### src/rtl/seg7_scan_if.sv
// Display-side bus of the seven-segment scan driver: load strobe, packed BCD
// digits, decimal-point requests and enable in; active-low pin drives out.
interface seg7_scan_if #(
    parameter int NUM_DIGITS = 4
);
    logic                      load;
    logic [4*NUM_DIGITS-1:0]   digits_in;
    logic [NUM_DIGITS-1:0]     dp_in;
    logic                      enable;
    logic [6:0]                seg;
    logic                      dp;
    logic [NUM_DIGITS-1:0]     an;
    logic                      frame_done;

    modport master (
        output load, digits_in, dp_in, enable,
        input  seg, dp, an, frame_done
    );

    modport slave (
        input  load, digits_in, dp_in, enable,
        output seg, dp, an, frame_done
    );
endinterface

### src/rtl/seg7_scan_driver.sv
// Time-multiplexed seven-segment driver: scans NUM_DIGITS double-buffered BCD
// digits onto a shared active-low segment bus with leading-zero blanking.
module seg7_scan_driver #(
    parameter int NUM_DIGITS  = 4,
    parameter int REFRESH_DIV = 1000,
    parameter bit BLANK_LZ    = 1'b1
) (
    input  logic        clk,
    input  logic        rst,
    seg7_scan_if.slave  bus
);
    localparam int CNT_W = (REFRESH_DIV > 1) ? $clog2(REFRESH_DIV) : 1;
    localparam int IDX_W = (NUM_DIGITS > 1) ? $clog2(NUM_DIGITS) : 1;
    localparam int BUF_W = 4 * NUM_DIGITS;

    localparam logic [CNT_W-1:0] CNT_MAX = CNT_W'(REFRESH_DIV - 1);
    localparam logic [IDX_W-1:0] IDX_MAX = IDX_W'(NUM_DIGITS - 1);

    localparam logic [6:0] SEG_DARK = 7'b1111111;
    localparam logic [6:0] SEG_DASH = 7'b0111111;

    function automatic logic [6:0] decode(input logic [3:0] code);
        logic [6:0] pattern;
        case (code)
            4'd0:    pattern = 7'b1000000;
            4'd1:    pattern = 7'b1111001;
            4'd2:    pattern = 7'b0100100;
            4'd3:    pattern = 7'b0110000;
            4'd4:    pattern = 7'b0011001;
            4'd5:    pattern = 7'b0010010;
            4'd6:    pattern = 7'b0000010;
            4'd7:    pattern = 7'b1111000;
            4'd8:    pattern = 7'b0000000;
            4'd9:    pattern = 7'b0010000;
            default: pattern = SEG_DASH;
        endcase
        return pattern;
    endfunction

    // ------------------------------------------------------------------
    // State
    // ------------------------------------------------------------------
    logic [CNT_W-1:0]      count;
    logic [IDX_W-1:0]      index;
    logic [BUF_W-1:0]      pending_digits;
    logic [NUM_DIGITS-1:0] pending_dp;
    logic [BUF_W-1:0]      active_digits;
    logic [NUM_DIGITS-1:0] active_dp;
    logic [6:0]            seg_q;
    logic                  dp_q;
    logic [NUM_DIGITS-1:0] an_q;

    // ------------------------------------------------------------------
    // Next-state logic
    // ------------------------------------------------------------------
    logic                  tick;
    logic                  last_digit;
    logic                  boundary;
    logic [CNT_W-1:0]      count_next;
    logic [IDX_W-1:0]      index_next;
    logic [BUF_W-1:0]      active_digits_next;
    logic [NUM_DIGITS-1:0] active_dp_next;

    assign tick       = (count == CNT_MAX);
    assign last_digit = (index == IDX_MAX);
    assign boundary   = tick && last_digit;

    always_comb begin
        // NOTE: every always_comb output gets a default first so no path
        // leaves it unassigned and a latch is never inferred.
        count_next         = count + CNT_W'(1);
        index_next         = index;
        active_digits_next = active_digits;
        active_dp_next     = active_dp;

        if (tick) begin
            count_next = '0;
            index_next = last_digit ? '0 : index + IDX_W'(1);
        end

        // A load landing on the boundary bypasses pending into the new frame.
        if (boundary) begin
            active_digits_next = bus.load ? bus.digits_in : pending_digits;
            active_dp_next     = bus.load ? bus.dp_in     : pending_dp;
        end
    end

    // ------------------------------------------------------------------
    // Digit selection and leading-zero blanking, evaluated on the buffer
    // and index that will be current after this edge.
    // ------------------------------------------------------------------
    logic [NUM_DIGITS-1:0] zero_from;
    logic [NUM_DIGITS-1:0] blank_mask;
    logic [3:0]            sel_code;
    logic                  sel_dp;
    logic                  sel_blank;
    logic                  all_zero;

    always_comb begin
        zero_from  = '0;
        blank_mask = '0;
        all_zero   = 1'b1;
        for (int i = NUM_DIGITS - 1; i >= 0; i--) begin
            all_zero     = all_zero && (active_digits_next[4*i +: 4] == 4'd0);
            zero_from[i] = all_zero;
            blank_mask[i] = BLANK_LZ && (i > 0) && all_zero;
        end
    end

    always_comb begin
        sel_code  = 4'd0;
        sel_dp    = 1'b0;
        sel_blank = 1'b0;
        for (int i = 0; i < NUM_DIGITS; i++) begin
            if (index_next == IDX_W'(i)) begin
                sel_code  = active_digits_next[4*i +: 4];
                sel_dp    = active_dp_next[i];
                sel_blank = blank_mask[i];
            end
        end
    end

    // ------------------------------------------------------------------
    // Pin values for the next slot
    // ------------------------------------------------------------------
    logic [6:0]            seg_next;
    logic                  dp_next;
    logic [NUM_DIGITS-1:0] an_next;

    always_comb begin
        seg_next = SEG_DARK;
        dp_next  = 1'b1;
        an_next  = '1;
        if (bus.enable && !sel_blank) begin
            seg_next = decode(sel_code);
            dp_next  = ~sel_dp;
            for (int i = 0; i < NUM_DIGITS; i++) begin
                if (index_next == IDX_W'(i)) an_next[i] = 1'b0;
            end
        end
    end

    // ------------------------------------------------------------------
    // Registers
    // ------------------------------------------------------------------
    always_ff @(posedge clk or posedge rst) begin
        // NOTE: sequential state uses non-blocking assignments only, so every
        // register samples pre-edge values regardless of statement order.
        if (rst) begin
            count          <= '0;
            index          <= '0;
            pending_digits <= '0;
            pending_dp     <= '0;
            active_digits  <= '0;
            active_dp      <= '0;
        end else begin
            count         <= count_next;
            index         <= index_next;
            active_digits <= active_digits_next;
            active_dp     <= active_dp_next;
            if (bus.load) begin
                pending_digits <= bus.digits_in;
                pending_dp     <= bus.dp_in;
            end
        end
    end

    always_ff @(posedge clk or posedge rst) begin
        if (rst) begin
            seg_q <= SEG_DARK;
            dp_q  <= 1'b1;
            an_q  <= '1;
        end else begin
            seg_q <= seg_next;
            dp_q  <= dp_next;
            an_q  <= an_next;
        end
    end

    assign bus.seg        = seg_q;
    assign bus.dp         = dp_q;
    assign bus.an         = an_q;
    assign bus.frame_done = boundary && !rst;

endmodule

### src/flat_wrapper.sv
// flat-port wrapper written by rule: the top's interface ports become plain ports
module seg7_scan_driver_flat 
#(
    parameter int NUM_DIGITS  = 4,
    parameter int REFRESH_DIV = 1000,
    parameter bit BLANK_LZ    = 1'b1
)
  (clk, rst, bus_load, bus_digits_in, bus_dp_in, bus_enable, bus_seg, bus_dp, bus_an, bus_frame_done);
  seg7_scan_if #(.NUM_DIGITS(NUM_DIGITS)) bus_i ();
  input  logic clk;
  input  logic rst;
  input wire logic [$bits(bus_i.load)-1:0] bus_load;
  input wire logic [$bits(bus_i.digits_in)-1:0] bus_digits_in;
  input wire logic [$bits(bus_i.dp_in)-1:0] bus_dp_in;
  input wire logic [$bits(bus_i.enable)-1:0] bus_enable;
  output wire logic [$bits(bus_i.seg)-1:0] bus_seg;
  output wire logic [$bits(bus_i.dp)-1:0] bus_dp;
  output wire logic [$bits(bus_i.an)-1:0] bus_an;
  output wire logic [$bits(bus_i.frame_done)-1:0] bus_frame_done;
  assign bus_i.load = bus_load;
  assign bus_i.digits_in = bus_digits_in;
  assign bus_i.dp_in = bus_dp_in;
  assign bus_i.enable = bus_enable;
  assign bus_seg = bus_i.seg;
  assign bus_dp = bus_i.dp;
  assign bus_an = bus_i.an;
  assign bus_frame_done = bus_i.frame_done;
  seg7_scan_driver #(.NUM_DIGITS(NUM_DIGITS), .REFRESH_DIV(REFRESH_DIV), .BLANK_LZ(BLANK_LZ)) u_core (.clk(clk), .rst(rst), .bus(bus_i));
endmodule
### config.mk
export PLATFORM = sky130hd
export DESIGN_NAME = seg7_scan_driver_flat
export DESIGN_NICKNAME = d
export VERILOG_FILES = /design/src/rtl/seg7_scan_if.sv /design/src/rtl/seg7_scan_driver.sv /design/src/flat_wrapper.sv
export SDC_FILE = /design/constraint.sdc
export NUM_CORES = 1
export LEC_CHECK = 0
export BUFFER_PORTS_ARGS = -buffer_cell sky130_fd_sc_hd__clkbuf_2
export CORE_MARGIN = 8
export CORE_UTILIZATION = 50
export DETAILED_ROUTE_END_ITERATION = 12
export GPL_ROUTABILITY_DRIVEN = 0
export GPL_TIMING_DRIVEN = 0
export PLACE_DENSITY = 0.75
export SYNTH_ARGS = -nofsm -noshare
export SYNTH_HDL_FRONTEND = slang
export SYNTH_SLANG_ARGS = --single-unit
export TNS_END_PERCENT = 10
### constraint.sdc
create_clock -name clk -period 6.49 [get_ports clk]
set_clock_uncertainty 0.15 [all_clocks]
set_input_delay 0.649 -clock clk [delete_from_list [all_inputs] [get_ports clk]]
set_output_delay 0.649 -clock clk [all_outputs]
set_load 0.02 [all_outputs]
==> impl_results.md <==
- Initial core utilization: 51.1%
- RR Startpoint: u_core.count[0]
- Sequential power share: 47.6%
- Die Area: 0.00876 mm2
- Number of hold buffers added after CTS: 0
- Slew HR: 51.4%
- VDD IR max: 0.000147 V
- Htree depth: 3
- Final instance area: 0.00355 mm2
- Chip width: 93.6 um
- CTS max path bufs: 2
- Synth top area share: 43.2%
- Run status: completed
- # port buffers: 36
- Drt via density: 5.29
- Root Driver: clkbuf_8
- Drt first pass iters: 4
- MaxCap Viol Count: 0
- Synthesized area per cell: 12.5 um2
- R2R depth: 11
- Sw Pwr: 188 uW
- Pwr Density: 248 mW/mm2
- Max frequency: 262 MHz
- Setup Viol. Count Final: 0
- Io pins: 37
- Layout cell share with drive strength beyond 1: 41.3%
- Worst Max-Slew Pin Slew: 715 ps
- Largest net degree at the start of global routing: 35
- Critical path, cell by cell: ha_1 > nand4b_4 > nor3_4 > mux2i_2 > clkinv_4 > and2_2 > o31ai_2 > ha_1 > inv_1 > mux2_2 > a22oi_1
- Final Max Slew Viols: 0
- Area Overhead vs Synth: 17.9%
- Top_reg_cell synth: dfrtp_1
- Final Hold Viols: 0
- Mapped Area: 0.00301 mm2
- Placement Cell Area: 0.00330 mm2
- RSZ-0062 raised after global routing: false
- Initial antenna violation count: 0
- Core area: 0.00589 mm2
- CTS Buf Count: 9
- Synth warn: 0
- Setup slack, reg-to-reg: 2670 ps
- Type of the worst setup path: reg2reg
- Startpoint Class: register
- Fill cells: 464
- Synth unique cells: 47
- Crit. End Element: register
- DRC Markers: 0
- Slowest cell delay on critical path: 690 ps
- Ranking of synthesized cells by area: dfrtp_1 43%, mux2_2 13%, dfstp_2 10%
- Wirelength per Cell: 15.4 um
- Post-cts sizing count: 0
- N_diodes: 0
- Postcts setup bufs: 0
- Flops & latches, synth: 64
- Crit path time final: 3820 ps
- Critical Path AT: 3930 ps
- Final #Nets: 320
- Internal power: 692 uW
- Most frequent CP cell: ha_1
- GRT Total Usage: 14.1%
- Switch share: 21.4%
- Worst-path clk slew: 70 ps
- CTS tree: yes
- Synth cell count leaders: 52 x dfrtp_1, 34 x mux2_2, 20 x nor2_1
- Area of the multi-input gates: 0.00128 mm2
- Synth Instances: 240
- P_leak: 0.00175 uW
- Syn Nets: 272
- Routed vias: 1945
- Vias in the first global route: 2013
- Total Wirelength: 5680 um
- Final ANT Viol Nets: 0
- Row Count: 28
- Seq/Total Area, Yosys: 53.7%
- Post-synth EDFFs: 0
- Peak fanout along the critical path: 9
- Iter 0 DRT Violations: 56
- Final worst-path cycle share: 58.9%
- Most common cell in the netlist: dfrtp_1
- Die height: 93.6 um
- Pre-CTS setup slack: 2650 ps
- Crit-path slowest cell: mux2i_2
- Setup TNS: 0 ps
- Fin util: 60.3%
- Combinational share of power: 5.5%
- Final setup margin: 2670 ps
- Register Area: 0.00162 mm2
- First-pass GRT wire length: 9540 um
- Grt total ovfl: 0
- R2r endpoint: u_core.bus.seg[0]
- HPWL after detailed placement: 4110 um
- Clock latency at the later pin of the worst-skew pair: 340 ps
- Clock share of power: 47.0%
- Largest area contributor in the netlist: dfrtp_1
- Clock sinks: 64
- Worst Hold Class: in2async
- Worst path required time: 6600 ps
- Post-synth ARST share: 100%
- Design Power: 880 uW
-- area by class of cell --
class                      instances  share of cell area (%)
inverter                          19                    2.15
buffer                             5                   0.917
clock inverter                     7                    3.39
clock buffer                       9                    3.49
sequential                        64                    45.6
multi-input combinational        152                    36.2
timing repair buffer              37                    5.64
tap                               75                    2.64
-- registers in the layout, indices dropped and copies added (netlist names) --
register and count:
u_core.bus.dp 1, u_core.count 10, u_core.bus.an 4, u_core.active_digits 16, u_core.bus.seg 7, u_core.index 2
u_core.active_dp 4, u_core.pending_dp 4, u_core.pending_digits 16
-- how the worst max path moves through the flow --
stage	cells after the start	slack (ps)	end	startpoint
2_1_floorplan	11	3270	u_core.bus.seg[0]	u_core.count[0]
3_3_place_gp	11	2720	u_core.bus.seg[3]	u_core.count[0]
3_5_place_dp	11	2650	u_core.bus.seg[3]	u_core.count[0]
4_1_cts	11	2610	u_core.bus.seg[0]	u_core.count[0]
5_1_grt	11	2330	u_core.bus.seg[0]	u_core.count[0]
6_report	11	2670	u_core.bus.seg[0]	u_core.count[0]
-- metrics by stage --
stage / cells / hold slack, ps
4_1_cts: 368 / 253
3_5_place_dp: 352 / 326
2_1_floorplan: 240 / 297
6_report: 368 / 240
3_3_place_gp: 351 / 315
5_1_grt: 368 / 313
-- routing by layer --
layer | GRT usage [%] | wire, um | up-vias
met1 | 17.0 | 2560 | 955
met3 | 4.57 | 377 | 9
li1 | - | - | 941
met5 | 0 | 0 | -
met4 | 8.72 | 119 | 0
met2 | 21.4 | 2620 | 40
-- power by group through the flow --
stage	clock network, uW	logic [uW]	registers (uW)
2_1_floorplan	0	28.0	428
3_3_place_gp	0	46.7	425
3_5_place_dp	0	49.7	426
4_1_cts	423	49.9	419
5_1_grt	442	54.6	420
6_report	413	48.0	418
-- layout by cell type (no fill, tap or decap), types with 5 or more instances in the layout --
cell type  netlist  routed
dfrtp_1         52      52
clkbuf_2         0      36
mux2_2          34      34
nor2_1          20      20
inv_1           18      17
mux2i_1         15      15
dfstp_2         12      12
clkbuf_8         0       9
nand2_1          8       8
ha_1             8       8
o21ai_0          7       7
nand3_1          6       6
a21oi_1          5       5
-- critical path: cells and delay by family (launching register included) --
kind / cells / cell delay, ps
multiplexers: 2 / 950
AND/OR/NAND/NOR: 3 / 760
AO/OA/AOI/OAI: 2 / 740
adder cells (fa/ha/maj): 2 / 550
flip-flops: 1 / 380
buffers and inverters: 2 / 200
-- kinds of logic (layout without fill, tap and decap cells) --
family          after synthesis  count (layout)  synth area share (%)
fa+ha+maj                     8               8                  3.33
flops                        64              64                  53.7
compound gates               26              26                  6.57
simple gates                 61              61                  12.0
xor+xnor                      6               6                  1.75
mux                          51              51                  19.0
buf+inv                      24              77                  3.62
(Power assumes the default switching activity.)
